[config.mk]
export PLATFORM = sky130hd
export DESIGN_NAME = bc_bcast_seq
export DESIGN_NICKNAME = d
export VERILOG_FILES = /design/src/rtl/ara_pkg.sv /design/src/rtl/bc_bcast_seq.sv
export SDC_FILE = /design/constraint.sdc
export NUM_CORES = 1
export LEC_CHECK = 0
export BUFFER_PORTS_ARGS = -buffer_cell sky130_fd_sc_hd__buf_2
export CORE_ASPECT_RATIO = 0.8
export CORE_UTILIZATION = 45
export CTS_CLUSTER_SIZE = 12
export DETAILED_ROUTE_END_ITERATION = 10
export PLACE_DENSITY = 0.83
export RECOVER_POWER = 25
export SLEW_MARGIN = 10
export SYNTH_ARGS = -nofsm -noshare
export SYNTH_HDL_FRONTEND = slang
export SYNTH_SLANG_ARGS = --single-unit
export TNS_END_PERCENT = 1
[constraint.sdc]
create_clock -name clk_i -period 3.4 [get_ports clk_i]
set_input_delay 0.68 -clock clk_i [delete_from_list [all_inputs] [get_ports clk_i]]
set_output_delay 0.68 -clock clk_i [all_outputs]
set_load 0.01 [all_outputs]
[src/rtl/ara_pkg.sv]
// Shared Ara types: vector element word plus the broadcast-sequencer state and element-width encodings.
package ara_pkg;

    localparam int unsigned ELEN = 64;

    typedef logic [ELEN-1:0] elen_t;

    // Element width code carried on cmd_eew_i
    typedef enum logic [1:0] {
        EEW8  = 2'd0,
        EEW16 = 2'd1,
        EEW32 = 2'd2,
        EEW64 = 2'd3
    } bc_eew_e;

    typedef enum logic [1:0] {
        BC_IDLE  = 2'd0,
        BC_ISSUE = 2'd1,
        BC_DRAIN = 2'd2,
        BC_DONE  = 2'd3
    } bc_seq_state_e;

endpackage

[src/rtl/bc_bcast_seq.sv]
// Broadcast sequencer: injects a command's worth of source words into the lane chain,
// bounding in-flight words and waiting for the chain to drain before signalling completion.
module bc_bcast_seq
    import ara_pkg::*;
#(
    parameter int unsigned NrLanes     = 4,
    parameter int unsigned MaxInflight = 2 * NrLanes,
    localparam int unsigned InflW      = $clog2(MaxInflight + 1)
) (
    input  logic             clk_i,
    input  logic             rst_ni,
    input  logic             cmd_valid_i,
    output logic             cmd_ready_o,
    input  logic [15:0]      cmd_vl_i,
    input  logic [1:0]       cmd_eew_i,
    input  logic             src_valid_i,
    output logic             src_ready_o,
    input  elen_t            src_data_i,
    output logic             bc_valid_o,
    input  logic             bc_ready_i,
    output elen_t            bc_data_o,
    input  logic             tail_retire_i,
    input  logic             abort_i,
    output logic             busy_o,
    output logic             done_o,
    output logic [InflW-1:0] inflight_o,
    output logic             err_o
);

    localparam int unsigned RemW   = 17;
    localparam int unsigned BytesW = 20;

    bc_seq_state_e    state_q, state_d;
    logic [RemW-1:0]  rem_q, rem_d;
    logic [InflW-1:0] infl_q, infl_d;
    logic             err_q, busy_q, done_q, cmd_ready_q;

    logic [BytesW-1:0] bytes_c;
    logic [RemW-1:0]   rem_cmd_c;
    logic              inject_c, xfer_c, retire_c, err_set_c;

    // Command length in 64-bit words, rounded up
    assign bytes_c   = BytesW'(cmd_vl_i) << cmd_eew_i;
    assign rem_cmd_c = RemW'((bytes_c + BytesW'(7)) >> 3);

    assign inject_c = (state_q == BC_ISSUE) && (rem_q != '0)
                   && (infl_q < InflW'(MaxInflight)) && !abort_i;

    assign bc_valid_o  = inject_c && src_valid_i;
    assign src_ready_o = inject_c && bc_ready_i;
    assign bc_data_o   = src_data_i;

    assign xfer_c = bc_valid_o && bc_ready_i;

    // A retire with nothing in the chain is only legal if a word enters in the same cycle
    assign retire_c  = tail_retire_i && ((infl_q != '0) || xfer_c);
    assign err_set_c = tail_retire_i && (infl_q == '0) && !xfer_c;

    always_comb begin
        infl_d = infl_q;
        if (xfer_c && !retire_c) begin
            infl_d = infl_q + InflW'(1);
        end else if (!xfer_c && retire_c) begin
            infl_d = infl_q - InflW'(1);
        end
    end

    always_comb begin
        state_d = state_q;
        rem_d   = xfer_c ? rem_q - RemW'(1) : rem_q;
        unique case (state_q)
            BC_IDLE: begin
                if (cmd_valid_i) begin
                    rem_d   = rem_cmd_c;
                    state_d = (rem_cmd_c == '0) ? BC_DONE : BC_ISSUE;
                end
            end
            BC_ISSUE: begin
                if (abort_i) begin
                    rem_d   = '0;
                    state_d = BC_DRAIN;
                end else if (rem_d == '0) begin
                    state_d = BC_DRAIN;
                end
            end
            BC_DRAIN: begin
                if (infl_d == '0) begin
                    state_d = BC_DONE;
                end
            end
            BC_DONE: begin
                state_d = BC_IDLE;
            end
            default: begin
                state_d = BC_IDLE;
            end
        endcase
    end

    always_ff @(posedge clk_i or negedge rst_ni) begin
        if (!rst_ni) begin
            state_q     <= BC_IDLE;
            rem_q       <= '0;
            infl_q      <= '0;
            err_q       <= 1'b0;
            busy_q      <= 1'b0;
            done_q      <= 1'b0;
            cmd_ready_q <= 1'b1;
        end else begin
            state_q     <= state_d;
            rem_q       <= rem_d;
            infl_q      <= infl_d;
            err_q       <= err_q | err_set_c;
            busy_q      <= (state_d != BC_IDLE);
            done_q      <= (state_d == BC_DONE);
            cmd_ready_q <= (state_d == BC_IDLE);
        end
    end

    assign cmd_ready_o = cmd_ready_q;
    assign busy_o      = busy_q;
    assign done_o      = done_q;
    assign inflight_o  = infl_q;
    assign err_o       = err_q;

endmodule

==> results by group <==
Synthesis
  • Post-synth cell types: 57
  • Largest area contributor in the netlist: dfrtp_1
  • Post-synth EDFFs: 0
  • Post-synthesis sequential area ratio: 23.31%
  • Syn Nets: 431
  • Syn_area_per_cell: 8.592 um^2
  • Synthesized cell area: 2904 um^2
  • Largest cells by area after synthesis: dfrtp_1 22%, buf_4 17%, mux2i_1 7.2%
  • Post-synth top cells: 66 x buf_4, 26 x dfrtp_1, 21 x mux2i_1
  • Most used DFF post-synth: dfrtp_1
  • Cell with the most instances after synthesis: buf_4
  • YS warnings: 0
  • Top cell type's share of synthesized area: 22.40%
  • Synth Instances: 338
  • #FFs+latches synth: 27
  • Fraction of registers with async set/reset: 100.0%

Drt
  • Met2 Routed Length: 2463 um
  • DR WL met3: 418 um
  • Metal1 wirelength: 2852 um
  • Routed WL per cell: 15.28 um
  • Antenna Nets Post-Route: 0
  • Top sig layer: met4
  • Iteration-0 DRC Markers: 101
  • Drt first pass iters: 4
  • Final WL: 5837 um
  • DRC viols: 0
  • Vias per std cell: 5.785
  • Via Count: 2210

CTS
  • # hold bufs at CTS: 0
  • H-tree Lvls: 1
  • Num CTS Buffers: 3
  • # Post-CTS Setup Buffers: 0
  • Clk buf depth: 2
  • CTS sink cnt: 27
  • CTS tree: built
  • Post-CTS sizing: 0
  • Worst skew pair latency: 0.28 ns
  • Clock transition at the registers of the reported paths: 0.10 ns
  • Clock root cell: clkbuf_8

STA
  • Final hold viol count: 0
  • Setup TNS: 0 ns
  • Fin crit share: 80.93%
  • # setup viols final: 0
  • Final min period: 2.752 ns
  • RSZ-0062 raised after global routing: no
  • Fmax: 0.3634 GHz
  • Worst slew margin relative to its limit: 2.842%
  • Clk_skew: 0.009895 ns
  • Max-slew violations: 0
  • Least-Margin Pin Slew: 1.457 ns
  • Final Hold Slack: 0.4622 ns

Floorplanning
  • Starting Density: 47.86%
  • Row cnt: 25
  • Top Ports: 163
  • Die H: 73.85 um
  • Die W: 91.82 um
  • Core area: 6068 um^2
  • Die area: 6781 um^2

Setup path
  • Max incr delay on CP: 0.53 ns
  • Crit-path cells: inv_1, ha_1, nor4b_2, and4_1, o31a_2, o21ai_2, or4_1, o21ba_1, a221oi_2
  • Startpoint types: register
  • Worst endpoint required time: 3.59 ns
  • Critical R2R Launch: rem_q[0]$_DFF_PN0_
  • Crit Path Max Fanout: 8
  • R2R Setup Slk: 0.65 ns
  • Crit end category: register
  • CP max stage cell: or4_1
  • Arrival time worst endpoint: 2.95 ns
  • Reg2reg end: done_o$_DFF_PN0_
  • Kind of critical path: reg2reg
  • FF-to-FF path depth: 9

Worst hold path
  • Worst hold endpoint: err_o$_DFF_PN0_
  • Hold Path Class: reg2reg
  • Hold path start: err_o$_DFF_PN0_
  • Worst Hold Path Cells: 1

Global routing
  • Vias in the first global route: 2044
  • Antenna violations before repair: 0
  • Pin count of the biggest net entering global routing: 28
  • GRT Overall Usage: 18.17%
  • Gr ovfl total: 0
  • First-pass GRT wire length: 9901 um

Final layout
  • Nets: 395
  • Ant diodes: 0
  • FF/Latch Area: 676.9 um^2
  • Share of cells above drive strength 1: 20.60%
  • Fillcell total: 588
  • Area of the multi-input gates: 1652 um^2
  • Area growth syn-to-layout: -7.411%

Run
  • Maxcap violations: 0

Place
  • Gp weighted congestion: 0.9154
  • IO Port Bufs: 34
  • Final HPWL from detailed placement: 4502 um

Power and ir drop
  • Sw Share: 46.11%
  • Comb power frac: 50.9%
  • Worst vdd ir: 260.4 uV
  • PwrDens: 648.4 nW/um^2
  • Internal power: 939.5 uW
  • P_sw: 803.9 uW
  • Seq pwr share: 38.3%
  • Clock power share: 10.8%
  • Lkg Pwr: 1.091 nW

Run status
  • Run status: finished, final reports clean
[worst max-delay path: cells and delay by family (launching register included)]
kind | cells | cell delay, ns
flops | 1 | 0.46
simple gates | 3 | 1.28
fa+ha+maj | 1 | 0.17
compound gates | 4 | 0.64
buf+inv | 1 | 0.11
[per-stage QoR]
step           utilization [%]  worst slack [ns]  cells  power (mW)  instance area [um^2]
3_5_place_dp             43.53            0.5410    378       1.542                  2641
4_1_cts                  44.33            0.6637    382       1.733                  2690
3_3_place_gp             43.53            0.6535    378       1.510                  2641
6_report                 44.31            0.6485    382       1.743                  2689
5_1_grt                  44.31            0.4355    382       1.884                  2689
2_1_floorplan                -            0.8146    338       1.379                  2904
[layer usage]
metal	GRT usage (%)	vias up
met5	0	-
met4	5.208	0
met3	4.555	20
met2	26.98	102
met1	26.08	1021
li1	-	1067
[layout by cell type (no fill, tap or decap), types with 3 or more instances in the layout]
| cell type | netlist | final |
|---|---|---|
| nor4_1 | 6 | 6 |
| nor3_1 | 10 | 10 |
| a21oi_1 | 14 | 14 |
| o21a_1 | 3 | 3 |
| clkbuf_8 | 0 | 3 |
| mux2i_1 | 21 | 21 |
| nand2b_1 | 4 | 4 |
| ha_1 | 4 | 4 |
| nand2_1 | 19 | 19 |
| and3_1 | 8 | 8 |
| xnor2_1 | 16 | 16 |
| buf_2 | 4 | 33 |
| xor2_1 | 13 | 13 |
| a31oi_1 | 3 | 3 |
| nand4_1 | 4 | 4 |
| nor2b_1 | 3 | 3 |
| or2_2 | 4 | 4 |
| o22ai_1 | 15 | 15 |
| o21ai_0 | 8 | 8 |
| inv_1 | 7 | 7 |
| nor2_1 | 20 | 20 |
| dfrtp_1 | 26 | 26 |
| mux2_2 | 4 | 4 |
| nand3_1 | 11 | 11 |
[final cells by class]
| type | count | area share (%) |
|---|---|---|
| flip-flops and latches | 27 | 25.17 |
| well taps | 81 | 3.769 |
| repair buffers | 36 | 6.840 |
| clock buffers | 3 | 1.536 |
| multi-input cells | 227 | 61.42 |
| clock inverters | 1 | 0.2792 |
| inverters | 7 | 0.9772 |
[sequential cells by signal, indices dropped and copies added (netlist names)]
| register | count |
|---|---|
| done_o | 1 |
| inflight_o | 4 |
| err_o | 1 |
| cmd_ready_o | 1 |
| busy_o | 1 |
| state_q | 2 |
| rem_q | 17 |
[power by group through the flow]
stage	sequential, mW	combinational, mW	clock, mW
2_1_floorplan	0.636	0.742	0
3_3_place_gp	0.658	0.851	0
3_5_place_dp	0.670	0.872	0
4_1_cts	0.664	0.879	0.190
5_1_grt	0.689	0.988	0.206
6_report	0.668	0.888	0.188
[worst max path at each step]
stage,from,depth (start not counted),slack (ns),to
global placement,cmd_eew_i[0],9,0.65,rem_q[12]$_DFF_PN0_
global route,rem_q[0]$_DFF_PN0_,9,0.44,done_o$_DFF_PN0_
CTS,rem_q[0]$_DFF_PN0_,9,0.66,done_o$_DFF_PN0_
finish,rem_q[0]$_DFF_PN0_,9,0.65,done_o$_DFF_PN0_
detailed placement,cmd_eew_i[0],9,0.54,rem_q[14]$_DFF_PN0_
floorplan,cmd_eew_i[1],9,0.81,rem_q[15]$_DFF_PN0_
[cells by family (layout without fill, tap and decap cells)]
family	count (synthesis)	after routing	synth area share (%)
fa+ha+maj	4	4	1.723
mux	27	27	10.34
xor+xnor	29	29	8.746
buf+inv	84	47	19.82
simple gates	111	111	23.48
compound gates	56	56	12.58
flops	27	27	23.31
(Power assumes the default switching activity.)
